File: config.mk
export PLATFORM = sky130hd
export DESIGN_NAME = mp_adc_seq_flat
export DESIGN_NICKNAME = d
export VERILOG_FILES = /design/src/rtl/mp_adc_seq_if.sv /design/src/rtl/mp_adc_seq.sv /design/src/flat_wrapper.sv
export SDC_FILE = /design/constraint.sdc
export NUM_CORES = 1
export LEC_CHECK = 0
export CAP_MARGIN = 20
export CELL_PAD_IN_SITES_DETAIL_PLACEMENT = 1
export CELL_PAD_IN_SITES_GLOBAL_PLACEMENT = 1
export CORE_AREA = 5 5 123 125
export DETAILED_ROUTE_END_ITERATION = 8
export DIE_AREA = 0 0 128 130
export GPL_TIMING_DRIVEN = 0
export PLACE_DENSITY = 0.87
export SYNTH_ARGS = -nofsm -noshare
export SYNTH_HDL_FRONTEND = slang
export SYNTH_SLANG_ARGS = --single-unit
File: constraint.sdc
create_clock -name clk -period 3.8 [get_ports clk]
set_clock_uncertainty 0.2 [all_clocks]
set_input_delay 0.38 -clock clk [delete_from_list [all_inputs] [get_ports clk]]
set_output_delay 0.38 -clock clk [all_outputs]
set_load 0.02 [all_outputs]
File: src/rtl/mp_adc_seq_if.sv
`default_nettype none
// ============================================================================
// Module      : mp_adc_seq_if
// Description : Command, operand-stream, result-stream and status bundle for
//               the multi-precision add/subtract sequencer.
// Revision    : 1.0 - initial release
// ============================================================================
interface mp_adc_seq_if #(
    parameter int W    = 32,
    parameter int NW_W = 4
);
    // Command
    logic            start;
    logic            op_sub;
    logic [NW_W-1:0] nwords;
    // Operand stream
    logic            in_valid;
    logic            in_ready;
    logic [W-1:0]    a_word;
    logic [W-1:0]    b_word;
    // Result stream
    logic            out_valid;
    logic            out_ready;
    logic [W-1:0]    out_word;
    logic            out_last;
    // Status
    logic            busy;
    logic            done;
    logic            carry_out;
    logic            zero;
    logic            ovf;

    // Operand fetch / result writeback side
    modport master (
        output start, op_sub, nwords, in_valid, a_word, b_word, out_ready,
        input  in_ready, out_valid, out_word, out_last,
               busy, done, carry_out, zero, ovf
    );

    // Sequencer side
    modport slave (
        input  start, op_sub, nwords, in_valid, a_word, b_word, out_ready,
        output in_ready, out_valid, out_word, out_last,
               busy, done, carry_out, zero, ovf
    );
endinterface
`default_nettype wire

File: src/rtl/mp_adc_seq.sv
`default_nettype none
// ============================================================================
// Module      : mp_adc_seq
// Description : Multi-precision add/subtract sequencer. Streams operand word
//               pairs LS word first through one W-bit add-with-carry datapath,
//               chains the carry between words and reports final carry, zero
//               and signed-overflow flags with a one-cycle done pulse.
// Revision    : 1.0 - initial release
// ============================================================================
module mp_adc_seq #(
    parameter int W    = 32,
    parameter int MAXW = 8,
    parameter int NW_W = 4
) (
    input wire          clk,
    input wire          rst_n,
    mp_adc_seq_if.slave bus
);

    localparam logic [NW_W-1:0] c_maxw = NW_W'(MAXW);
    localparam logic [NW_W-1:0] c_one  = NW_W'(1);

    typedef enum logic [1:0] {
        S_IDLE = 2'd0,
        S_RUN  = 2'd1,
        S_DONE = 2'd2
    } state_t;

    state_t          r_state;
    state_t          w_next;

    logic            r_op_sub;
    logic [NW_W-1:0] r_nwords;
    logic [NW_W-1:0] r_count;
    logic            r_carry;
    logic            r_zero_acc;
    logic            r_ovf_acc;

    logic [W-1:0]    r_out_word;
    logic            r_out_valid;
    logic            r_out_last;

    logic            r_carry_out;
    logic            r_zero;
    logic            r_ovf;

    logic            w_busy;
    logic            w_done;
    logic            w_start_ok;
    logic            w_in_ready;
    logic            w_in_fire;
    logic            w_out_fire;
    logic            w_last_word;
    logic [W-1:0]    w_b_eff;
    logic [W:0]      w_sum;
    logic            w_msb_cin;

    // Only lengths 1..MAXW form a legal command; anything else is dropped.
    assign w_start_ok = bus.start && (bus.nwords != '0) && (bus.nwords <= c_maxw);

    // Accept input while words remain and the output stage can take a result
    // this cycle (empty, or draining in the same cycle).
    assign w_in_ready  = (r_state == S_RUN) && (r_count < r_nwords) &&
                         (!r_out_valid || bus.out_ready);
    assign w_in_fire   = w_in_ready && bus.in_valid;
    assign w_out_fire  = r_out_valid && bus.out_ready;
    assign w_last_word = (r_count == (r_nwords - c_one));

    // Subtract is A + ~B + 1, with the +1 supplied by the carry seeded at start.
    assign w_b_eff   = r_op_sub ? ~bus.b_word : bus.b_word;
    assign w_sum     = {1'b0, bus.a_word} + {1'b0, w_b_eff} + {{W{1'b0}}, r_carry};
    // Carry into the sign bit recovered from the sum bit and its two addend bits.
    assign w_msb_cin = w_sum[W-1] ^ bus.a_word[W-1] ^ w_b_eff[W-1];

    // State register.
    always_ff @(posedge clk or negedge rst_n) begin
        if (!rst_n) begin
            r_state <= S_IDLE;
        end else begin
            r_state <= w_next;
        end
    end

    // Next-state and state-decoded status outputs.
    always_comb begin
        w_next = r_state;
        w_busy = 1'b0;
        w_done = 1'b0;
        case (r_state)
            S_IDLE: begin
                if (w_start_ok) begin
                    w_next = S_RUN;
                end
            end
            S_RUN: begin
                w_busy = 1'b1;
                if (w_out_fire && r_out_last) begin
                    w_next = S_DONE;
                end
            end
            S_DONE: begin
                w_done = 1'b1;
                w_next = S_IDLE;
            end
            default: begin
                w_next = S_IDLE;
            end
        endcase
    end

    // Command latch plus carry chain, word counter and flag accumulators.
    always_ff @(posedge clk or negedge rst_n) begin
        if (!rst_n) begin
            r_op_sub   <= 1'b0;
            r_nwords   <= '0;
            r_count    <= '0;
            r_carry    <= 1'b0;
            r_zero_acc <= 1'b0;
            r_ovf_acc  <= 1'b0;
        end else if ((r_state == S_IDLE) && w_start_ok) begin
            r_op_sub   <= bus.op_sub;
            r_nwords   <= bus.nwords;
            r_count    <= '0;
            r_carry    <= bus.op_sub;
            r_zero_acc <= 1'b1;
            r_ovf_acc  <= 1'b0;
        end else if (w_in_fire) begin
            r_count    <= r_count + c_one;
            r_carry    <= w_sum[W];
            r_zero_acc <= r_zero_acc & (w_sum[W-1:0] == '0);
            if (w_last_word) begin
                r_ovf_acc <= w_msb_cin ^ w_sum[W];
            end
        end
    end

    // Single-stage result register; reloads back-to-back when drained and
    // refilled in the same cycle.
    always_ff @(posedge clk or negedge rst_n) begin
        if (!rst_n) begin
            r_out_word  <= '0;
            r_out_valid <= 1'b0;
            r_out_last  <= 1'b0;
        end else if (w_in_fire) begin
            r_out_word  <= w_sum[W-1:0];
            r_out_valid <= 1'b1;
            r_out_last  <= w_last_word;
        end else if (w_out_fire) begin
            r_out_valid <= 1'b0;
        end
    end

    // Status flags load on entry to DONE and hold until the next completion.
    always_ff @(posedge clk or negedge rst_n) begin
        if (!rst_n) begin
            r_carry_out <= 1'b0;
            r_zero      <= 1'b0;
            r_ovf       <= 1'b0;
        end else if ((r_state == S_RUN) && (w_next == S_DONE)) begin
            r_carry_out <= r_carry;
            r_zero      <= r_zero_acc;
            r_ovf       <= r_ovf_acc;
        end
    end

    assign bus.in_ready  = w_in_ready;
    assign bus.out_valid = r_out_valid;
    assign bus.out_word  = r_out_word;
    assign bus.out_last  = r_out_last;
    assign bus.busy      = w_busy;
    assign bus.done      = w_done;
    assign bus.carry_out = r_carry_out;
    assign bus.zero      = r_zero;
    assign bus.ovf       = r_ovf;

endmodule
`default_nettype wire

File: src/flat_wrapper.sv
// flat-port wrapper written by rule: the top's interface ports become plain ports
module mp_adc_seq_flat 
#(
    parameter int W    = 32,
    parameter int MAXW = 8,
    parameter int NW_W = 4
)
  (clk, rst_n, bus_start, bus_op_sub, bus_nwords, bus_in_valid, bus_a_word, bus_b_word, bus_out_ready, bus_in_ready, bus_out_valid, bus_out_word, bus_out_last, bus_busy, bus_done, bus_carry_out, bus_zero, bus_ovf);
  mp_adc_seq_if #(.W(W), .NW_W(NW_W)) bus_i ();
  input wire clk;
  input wire rst_n;
  input wire logic [$bits(bus_i.start)-1:0] bus_start;
  input wire logic [$bits(bus_i.op_sub)-1:0] bus_op_sub;
  input wire logic [$bits(bus_i.nwords)-1:0] bus_nwords;
  input wire logic [$bits(bus_i.in_valid)-1:0] bus_in_valid;
  input wire logic [$bits(bus_i.a_word)-1:0] bus_a_word;
  input wire logic [$bits(bus_i.b_word)-1:0] bus_b_word;
  input wire logic [$bits(bus_i.out_ready)-1:0] bus_out_ready;
  output wire logic [$bits(bus_i.in_ready)-1:0] bus_in_ready;
  output wire logic [$bits(bus_i.out_valid)-1:0] bus_out_valid;
  output wire logic [$bits(bus_i.out_word)-1:0] bus_out_word;
  output wire logic [$bits(bus_i.out_last)-1:0] bus_out_last;
  output wire logic [$bits(bus_i.busy)-1:0] bus_busy;
  output wire logic [$bits(bus_i.done)-1:0] bus_done;
  output wire logic [$bits(bus_i.carry_out)-1:0] bus_carry_out;
  output wire logic [$bits(bus_i.zero)-1:0] bus_zero;
  output wire logic [$bits(bus_i.ovf)-1:0] bus_ovf;
  assign bus_i.start = bus_start;
  assign bus_i.op_sub = bus_op_sub;
  assign bus_i.nwords = bus_nwords;
  assign bus_i.in_valid = bus_in_valid;
  assign bus_i.a_word = bus_a_word;
  assign bus_i.b_word = bus_b_word;
  assign bus_i.out_ready = bus_out_ready;
  assign bus_in_ready = bus_i.in_ready;
  assign bus_out_valid = bus_i.out_valid;
  assign bus_out_word = bus_i.out_word;
  assign bus_out_last = bus_i.out_last;
  assign bus_busy = bus_i.busy;
  assign bus_done = bus_i.done;
  assign bus_carry_out = bus_i.carry_out;
  assign bus_zero = bus_i.zero;
  assign bus_ovf = bus_i.ovf;
  mp_adc_seq #(.W(W), .MAXW(MAXW), .NW_W(NW_W)) u_core (.clk(clk), .rst_n(rst_n), .bus(bus_i));
endmodule
==> run metrics, run 1 <==
outcome=complete, no violations; CTS Buf Count=5; CP delay by family, top=compound AO/OA/AOI/OAI gates; Min-Delay Endpoint=u_core.bus.out_word[27]; drt first-iter violations=245; fill count=1636; fin util=46.3%; number of nets in the layout=785; leading area contributor after synthesis=dfrtp_1; CP Class=register to register; critical path's slowest cell=dfrtp_2; CP max FO=10; Post-Syn Nets=655; Die X=128 µm; Slew headroom=52.0%; Global Route Usage Sum=18.6%; Tcrit/Tclk final=98.7%; R2R Setup Slk=0.05 ns; fmax=267 MHz; crit path time final=3.75 ns; DRT antenna net count=0; grt total ovfl=0; drt first pass iters=4; number of flops mapped to enable cells by yosys=0; Peak VDD IR=0.356 mV; total number of vias=4682; sequential area share after synthesis=27.6%; final setup vio count=0; area of the core=13800 µm²; Syn. warnings=0; vias in the first global route=4959; Final Hold Vio Count=0; Critical Path Max Stage Delay=0.50 ns; Worst EP required=3.82 ns; post-route setup slack=0.0512 ns; Mapped Cells=542; DIE AREA=16600 µm²; initial antenna violation count=0; startpoint type of the worst setup path=register; CTS clock-pin slew for the worst setup and hold paths=0.07 ns; WHS=0.286 ns; Worst EP arrival=3.77 ns; wire length on met2=8.18 mm; Clock Path Buffers=2; top routing layer in use=met4; final wirelength=15.9 mm; measured slew at the worst slew-check pin=0.718 ns; Vias/cell=5.49; drt wl/cell=18.7 µm; Placed Instances=836; drt drc=0; io pins=114; Avg Inst Size Synth=8.52 µm²; largest net degree at the start of global routing=33; root buffer cell=clkbuf_16; CP bufs+invs=2; main flop type after synthesis=dfrtp_1; TritonCTS clock tree=yes; final setup TNS=0 ns; CP Cell Sequence=buf_8, xor2_1, ha_1, o211ai_1, a21oi_4, buf_4, o21a_1, o41ai_1, xor2_1, nand4_1, nor4_1, nand4_1, o21ai_1; cell depth of the worst hold path=2; FF-to-FF End=u_core.r_zero_acc; M1 WL=6.65 mm; pwr dens=958 nW/µm²; top cells by area, synth=dfrtp_1, ha_1, xor2_1; ys async rst share=100%; number of core rows=43; CTS sink cnt=51; starting density of the core=33.5%; Area growth syn-to-layout=38.0%; element type at the critical path end=register; DR WL met3=684 µm; most frequent cells after synthesis=nand2_1, dfrtp_1, o21ai_0; top-count cell post-synth=nand2_1; Final Non-Filler Cells=853; Netlist cell types=75; Die Ht=130 µm; Max Slew Vio Count=0; Hold Crit Class=register to register; Synth Cell Area=4620 µm²; Reg-to-Reg Start=u_core.r_op_sub; max cap viols=0; H-tree depth=2; routability-driven placement congestion ratio=0.894; Yosys reg bits=51; Setup WS pre-CTS=-0.880 ns; post-synth top area share=27.6%; Clock Latency Late Sink=0.29 ns; R2R cell count=13; PortBufs=113; first-pass GRT wire length=25.3 mm; Static Leak=2.73 nW; proportion of layout cells with a drive suffix above 1=10.8%; DP HPWL=12.7 mm; hold_sp=u_core.bus.out_word[27]; Diodes inserted=0
## routing by layer
metal,GRT usage [%],vias up
met1,22.5,2283
met2,34.4,115
li1,-,2252
met4,5.99,0
met5,0,-
met3,2.17,32
## layout make-up
type	count	area (µm²)	area share, %
flip-flops and latches	51	1280	20.1
clock buffers	6	139	2.18
well taps	180	225	3.53
plain buffers	22	115	1.81
multi-input cells	452	3290	51.7
inverters	15	56.3	0.884
clock inverters	2	35.0	0.550
repair buffers	125	1230	19.3
## flip-flops by register name, indices dropped and copies added, names as in the netlist
| signal | cells |
|---|---|
| u_core.bus.carry_out | 1 |
| u_core.bus.out_last | 1 |
| u_core.bus.out_valid | 1 |
| u_core.bus.out_word | 32 |
| u_core.bus.ovf | 1 |
| u_core.bus.zero | 1 |
| u_core.r_carry | 1 |
| u_core.r_count | 4 |
| u_core.r_nwords | 4 |
| u_core.r_op_sub | 1 |
| u_core.r_ovf_acc | 1 |
| u_core.r_state | 2 |
| u_core.r_zero_acc | 1 |
## power by group
group / leakage [nW] / switching [mW] / internal (mW)
clock network: 0.0868 / 0.206 / 0.328
logic: 2.01 / 2.66 / 1.89
registers: 0.634 / 0.209 / 0.806
total: 2.73 / 3.08 / 3.03
## worst reg2reg max path: stages, from the launching register on
cell and delay, ns:
dfrtp_2 0.50, buf_8 0.19, xor2_1 0.17, ha_1 0.35, o211ai_1 0.33, a21oi_4 0.09, buf_4 0.15, o21a_1 0.23
o41ai_1 0.41, xor2_1 0.34, nand4_1 0.17, nor4_1 0.24, nand4_1 0.16, o21ai_1 0.15
## worst max-delay path by stage
stage                               start  slack (ns)                end  cells after the start
final                     u_core.r_op_sub        0.05  u_core.r_zero_acc                     13
after floorplan           u_core.r_op_sub        0.07  u_core.r_zero_acc                     14
after global placement    u_core.r_op_sub       -0.82  u_core.r_zero_acc                     14
after detailed placement  u_core.r_op_sub       -0.88  u_core.r_zero_acc                     14
after CTS                 u_core.r_op_sub       -0.01  u_core.r_zero_acc                     12
after global routing      u_core.r_op_sub       -0.04  u_core.r_zero_acc                     13
## cells by family (layout without fill, tap and decap cells)
| kind of cell | count (synthesis) | count (layout) | share of synthesized area, % |
|---|---|---|---|
| simple gates | 180 | 180 | 19.8 |
| compound gates | 162 | 162 | 24.1 |
| xor+xnor | 55 | 55 | 10.4 |
| flops | 51 | 51 | 27.6 |
| fa+ha+maj | 39 | 39 | 10.9 |
| buf+inv | 39 | 170 | 3.28 |
| mux | 16 | 16 | 3.82 |
## repair_timing
action	CTS	global route
hold buffers	1	0
buffers inserted	1	9
gates cloned	0	0
endpoints found under the hold margin	19	0
setup endpoints to repair	19	3
resized for setup	14	22
pin swaps	2	9
## cell usage in the layout, fill, tap and decap left out, types with 3 or more instances in the layout
cell type,count
a211oi_1,5
a21o_1,14
a21oi_1,29
a31oi_1,4
and3_1,6
and4_1,3
buf_2,3
buf_4,11
clkbuf_1,15
clkbuf_16,5
clkdlybuf4s50_1,112
dfrtp_1,50
ha_1,32
ha_2,4
inv_1,14
mux2_2,13
mux2i_1,3
nand2_1,65
nand2b_1,10
nand3_1,13
nand4_1,5
nor2_1,28
nor2b_1,6
nor3_1,12
nor4_1,4
o21a_1,9
o21ai_0,41
o21ai_1,3
o31ai_1,8
or3_1,9
or4_1,3
xnor2_1,14
xor2_1,40
## through the flow
stage               area, µm²  power, mW
floorplan                4620       3.89
global placement         5970       5.11
detailed placement       5990       5.32
CTS                      6210       5.94
global route             6370       6.57
finish                   6370       6.10
(Power assumes the default switching activity.)
==> run 2: changes to the inputs <==
- CORE_AREA: 5 5 123 125 -> 2 2 115 117
- DIE_AREA: 0 0 128 130 -> 0 0 117 119
- PLACE_DENSITY: 0.87 -> 0.9
- REMOVE_ABC_BUFFERS: unset -> 1
- clock period: 3.8 -> 4.2 ns (I/O delays scaled with it)
==> run metrics, run 2 (same netlist as run 1, synthesis figures left out) <==
CP max FO=18 (+8); drt drc=0 (unchanged); Switching Share=50.5% (+0.099 points); routability-driven placement congestion ratio=0.860 (-3.7%); R2R cell count=12 (-1); fmax=255 MHz (-4.3%); H-tree depth=2 (unchanged); pwr dens=855 nW/µm² (-11%); multi-input logic area=3190 µm² (-3.1%); Final Hold Vio Count=0 (unchanged); drt wl/cell=17.5 µm (-6.2%); RSZ-0062 raised after global routing=no; number of core rows=42 (-2.3%); Die X=117 µm (-8.6%); Vias/cell=5.50 (+0.17%); Global Route Usage Sum=20.7% (+2.1 points); Peak VDD IR=0.225 mV (-37%); grt total ovfl=0 (unchanged); CTS Buf Count=5 (unchanged); WHS=0.277 ns (-0.00979 ns); most frequent CP cell=fa_1; P_sw=2.63 mW (-14%); most common cell after layout, fill and taps aside=clkdlybuf4s50_1; CTS clock-pin slew for the worst setup and hold paths=0.07 ns (about the same); first-pass GRT wire length=23.5 mm (-7.1%); DIE AREA=13900 µm² (-16%); Clock Latency Late Sink=0.30 ns (about the same); total number of vias=4503 (-3.8%); largest net degree at the start of global routing=59 (+79%); drt first-iter violations=226 (-7.8%); Largest register FFs=32 (unchanged); Slew headroom=43.4% (-8.6 points); vias in the first global route=4875 (-1.7%); area of the core=12900 µm² (-6.5%); Seq. cell area=1280 µm² (+0.20%); outcome=complete, no violations; io pins=114 (unchanged); combinational power share=73.7% (-0.9 points); critical path's slowest cell=dfrtp_4; Flop pwr share=18.1% (+1.5 points); startpoint type of the worst setup path=register; Area growth syn-to-layout=32.3%; cell depth of the worst hold path=2 (unchanged); CP bufs+invs=0 (-2); starting density of the core=35.9% (+2.3 points); Tcrit/Tclk final=93.3% (-5.4 points); Max Slew Vio Count=0 (unchanged); Placed Instances=809 (-3.2%); commonest non-fill, non-tap cells in the layout=clkdlybuf4s50_1, nand2_1, dfrtp_1; CTS sink cnt=51 (unchanged); proportion of layout cells with a drive suffix above 1=6.84% (-4.0 points); DRT antenna net count=0 (unchanged); number of nets in the layout=755 (-3.8%); FF-to-FF End=u_core.r_zero_acc; hold_sp=u_core.bus.out_word[11]; fin util=47.4% (+1.2 points); crit path time final=3.92 ns (+0.168 ns); Die Ht=119 µm (-8.5%); Clock Path Buffers=2 (unchanged); max cap viols=0 (unchanged); element type at the critical path end=register; TritonCTS clock tree=yes; DP HPWL=11.5 mm (-9.7%); Worst EP arrival=3.90 ns (+0.13 ns); final setup vio count=0 (unchanged); final wirelength=14.4 mm (-9.9%); Int Power=2.58 mW (-15%); root buffer cell=clkbuf_16; Final Non-Filler Cells=819 (-4.0%); initial antenna violation count=0 (unchanged); PortBufs=113 (unchanged); CP Class=register to register; measured slew at the worst slew-check pin=0.827 ns (+0.110 ns); Static Leak=2.63 nW (-3.5%); Critical Path Max Stage Delay=0.64 ns (+0.14 ns); drt first pass iters=4 (unchanged); Hold Crit Class=register to register; Min-Delay Endpoint=u_core.bus.out_word[11]; Worst EP required=4.18 ns (+0.36 ns); Reg-to-Reg Start=u_core.r_op_sub; CP delay by family, top=compound AO/OA/AOI/OAI gates; Diodes inserted=0 (unchanged); R2R Setup Slk=0.28 ns (+0.23 ns); fill count=1487 (-9.1%); Clock power frac=8.3% (-0.4 points); CP Cell Sequence=xnor2_1, fa_1, fa_1, nor2b_4, o31a_1, o21ai_2, o2111ai_1, nand2_1, o311ai_1, a211oi_2, nand4_1, o21ai_1
==> run 2: cell count changes in the layout (fill, tap and decap cells not counted), sizes merged <==
cell,previous run,this run
clkbuf,23,5
buf,17,4
bufinv,1,0
clkinv,1,2
inv,15,16
==> run 2: worst register-to-register path: stages (launching register included) <==
cell       delay (ns)
dfrtp_4          0.64
xnor2_1          0.21
fa_1             0.42
fa_1             0.45
nor2b_4          0.16
o31a_1           0.21
o21ai_2          0.14
o2111ai_1        0.36
nand2_1          0.16
o311ai_1         0.58
a211oi_2         0.07
nand4_1          0.13
o21ai_1          0.07
==> run 2: repair_timing <==
item / in CTS / in global routing
setup endpoints to repair: 3 / 1
cloned: 0 / 0
gates resized for setup: 2 / 0
hold endpoints to repair: 21 / 0
hold buffers: 1 / 0
buffers inserted: 0 / 1
==> run 2: cell type report <==
type / count / share of cell area, %
Inverter: 15 / 0.922
Multi-Input combinational cell: 452 / 52.3
Clock buffer: 5 / 2.05
Clock inverter: 3 / 0.471
Tap cell: 176 / 3.61
Sequential cell: 51 / 21.0
Timing Repair Buffer: 117 / 19.7
==> run 2: through the flow <==
| step | setup slack, ns | area [µm²] | TNS [ns] | power (mW) |
|---|---|---|---|---|
| final | 0.283 | 6100 | 0 | 5.22 |
| after global routing | 0.0674 | 6100 | 0 | 5.64 |
| after CTS | 0.157 | 6080 | 0 | 5.19 |
| after detailed placement | -0.254 | 5910 | -0.470 | 4.72 |
| after global placement | -0.705 | 5870 | -3.30 | 4.49 |
| after floorplan | -0.279 | 4520 | -2.33 | 3.48 |
==> run 2: power groups by stage <==
stage	combinational, mW	clock [mW]	sequential [mW]
3_5_place_dp	3.75	0	0.977
6_report	3.84	0.431	0.943
5_1_grt	4.22	0.452	0.971
4_1_cts	3.78	0.441	0.973
3_3_place_gp	3.53	0	0.956
2_1_floorplan	2.36	0	1.11
==> run 2: layer usage <==
layer | track usage (%) | wire (µm) | vias up
met5 | 0 | 0 | -
met4 | 5.88 | 357 | 0
met3 | 2.34 | 481 | 26
met2 | 38.2 | 7360 | 104
met1 | 24.8 | 6170 | 2183
li1 | - | - | 2190
==> run 2: worst max-delay path by stage <==
stage | start | end | depth (start not counted)
after global routing | u_core.r_op_sub | u_core.r_zero_acc | 11
after floorplan | u_core.r_count[1] | u_core.bus.out_word[22] | 8
after global placement | u_core.r_op_sub | u_core.r_zero_acc | 12
after detailed placement | u_core.r_op_sub | u_core.r_zero_acc | 12
final | u_core.r_op_sub | u_core.r_zero_acc | 12
after CTS | u_core.r_op_sub | u_core.r_zero_acc | 12
==> run 3: changes to the inputs <==
- GPL_ROUTABILITY_DRIVEN: unset -> 0
- GPL_TIMING_DRIVEN: 0 -> unset
- SLEW_MARGIN: unset -> 5
==> run metrics, run 3 (same netlist as run 1, synthesis figures left out) <==
area of the core=12900 µm² (unchanged); Final Hold Vio Count=0 (unchanged); FF-to-FF End=u_core.r_zero_acc; Worst EP required=4.18 ns (about the same); max cap viols=0 (unchanged); hold buffer count at cts=0 (-1); root buffer cell=clkbuf_16; Tcrit/Tclk final=88.2% (-5.0 points); Die Ht=119 µm (unchanged); GR Util met3=2.09% (-0.25 points); Global Route Usage Sum=21.5% (+0.78 points); Clock Latency Late Sink=0.30 ns (about the same); Reg-to-Reg Start=u_core.r_op_sub; CTS clock-pin slew for the worst setup and hold paths=0.07 ns (about the same); grt total ovfl=0 (unchanged); postcts setup bufs=0 (unchanged); DIE AREA=13900 µm² (unchanged); R2R Setup Slk=0.49 ns (+0.21 ns); RSZ-0062 raised after global routing=no; Diodes inserted=0 (unchanged); Max Slew Vio Count=0 (unchanged); Crit. Startpoint=u_core.r_op_sub; commonest non-fill, non-tap cells in the layout=clkdlybuf4s50_1, nand2_1, dfrtp_1; number of nets in the layout=755 (unchanged); R2R cell count=13 (+1); element type at the critical path end=register; PortBufs=113 (unchanged); outcome=complete, no violations; vias in the first global route=5033 (+3.2%); Static Leak=2.62 nW (-0.56%); io pins=114 (unchanged); drt wl/cell=17.7 µm (+0.89%); initial antenna violation count=0 (unchanged); drt drc=0 (unchanged); most common cell after layout, fill and taps aside=clkdlybuf4s50_1; Vias/cell=5.56 (+1.1%); DP HPWL=11.8 mm (+2.2%); CP max FO=18 (unchanged); grt met2 use=38.8% (+0.54 points); DRT antenna net count=0 (unchanged); Die X=117 µm (unchanged); Peak VDD IR=0.281 mV (+25%); crit path time final=3.71 ns (-0.211 ns); busiest layer in global routing=met2; number of core rows=42 (unchanged); Clock Path Buffers=2 (unchanged); PostCTS Resize Cnt=0 (-2); starting density of the core=35.9% (unchanged); pwr dens=860 nW/µm² (+0.64%); startpoint type of the worst setup path=register; proportion of layout cells with a drive suffix above 1=6.84% (unchanged); CTS Buf Count=5 (unchanged); first-pass GRT wire length=24.2 mm (+3.0%); measured slew at the worst slew-check pin=0.828 ns (+0.000474 ns); total number of vias=4552 (+1.1%); GR met1 Demand/Resource=26.1% (+1.2 points); Worst EP arrival=3.69 ns (-0.21 ns); fmax=270 MHz (+5.7%); WHS=0.0517 ns (-0.225 ns); fill count=1508 (+1.4%); drt first pass iters=4 (unchanged); Slew headroom=43.4% (about the same); drt first-iter violations=221 (-2.2%); CTS sink cnt=51 (unchanged); final wirelength=14.5 mm (+0.89%); Hold Crit Class=primary input to async pin; H-tree depth=2 (unchanged); largest net degree at the start of global routing=52 (-12%); Largest register FFs=32 (unchanged); CP Class=register to register; final setup TNS=0 ns (unchanged); TritonCTS clock tree=yes; final setup vio count=0 (unchanged); Area growth syn-to-layout=31.4%
[run 3: changes by cell type in the layout (fill, tap and decap cells not counted), sizes merged]
cell | before | now
clkbuf | 5 | 6
dlygate4sd3 | 1 | 0
clkinvlp | 0 | 1
inv | 16 | 15
buf | 4 | 5
clkinv | 2 | 1
[run 3: final cells by class]
cell class | instances | area [µm²] | area share [%]
Multi-Input combinational cell | 452 | 3190 | 52.6
Sequential cell | 51 | 1280 | 21.0
Timing Repair Buffer | 117 | 1170 | 19.3
Tap cell | 176 | 220 | 3.63
Clock buffer | 6 | 139 | 2.29
Inverter | 15 | 56.3 | 0.928
Clock inverter | 2 | 16.3 | 0.268
[run 3: metrics by stage]
stage | instance area, µm² | utilization, % | power, mW | setup WS [ns] | std cells
2_1_floorplan | 4520 | - | 3.48 | -0.279 | 518
3_3_place_gp | 5910 | 45.9 | 4.55 | 0.368 | 811
3_5_place_dp | 5910 | 45.9 | 4.76 | 0.186 | 811
4_1_cts | 6070 | 47.1 | 5.23 | 0.464 | 819
5_1_grt | 6070 | 47.1 | 5.66 | 0.220 | 819
6_report | 6070 | 47.1 | 5.22 | 0.494 | 819
[run 3: power by group]
part	switching (mW)	total, mW	internal (mW)
sequential	0.170	0.898	0.728
combinational	2.28	3.89	1.61
clock	0.195	0.434	0.239
total	2.64	5.22	2.58
[run 3: layer usage]
layer,wire length (µm),up-vias
li1,-,2178
met1,6250,2235
met2,7360,106
met3,446,33
met4,437,0
met5,0,-
[run 3: worst max-delay path by stage]
| stage | to | slack, ns | cells past startpoint |
|---|---|---|---|
| 6_report | u_core.r_zero_acc | 0.49 | 13 |
| 2_1_floorplan | u_core.bus.out_word[22] | -0.28 | 8 |
| 5_1_grt | u_core.r_zero_acc | 0.22 | 12 |
| 4_1_cts | u_core.r_zero_acc | 0.46 | 13 |
| 3_3_place_gp | u_core.r_zero_acc | 0.37 | 13 |
| 3_5_place_dp | u_core.r_zero_acc | 0.19 | 13 |
[run 3: critical path: stages, from the launching register on]
cell and delay (ns):
dfrtp_1 0.42, buf_12 0.18, xnor2_1 0.15, fa_1 0.42, fa_1 0.46, nor2b_4 0.16
o31a_1 0.20, o21ai_2 0.14, o2111ai_1 0.35, nand2_1 0.14, o311ai_0 0.50, a211oi_2 0.06
nand4_1 0.12, o21ai_1 0.08
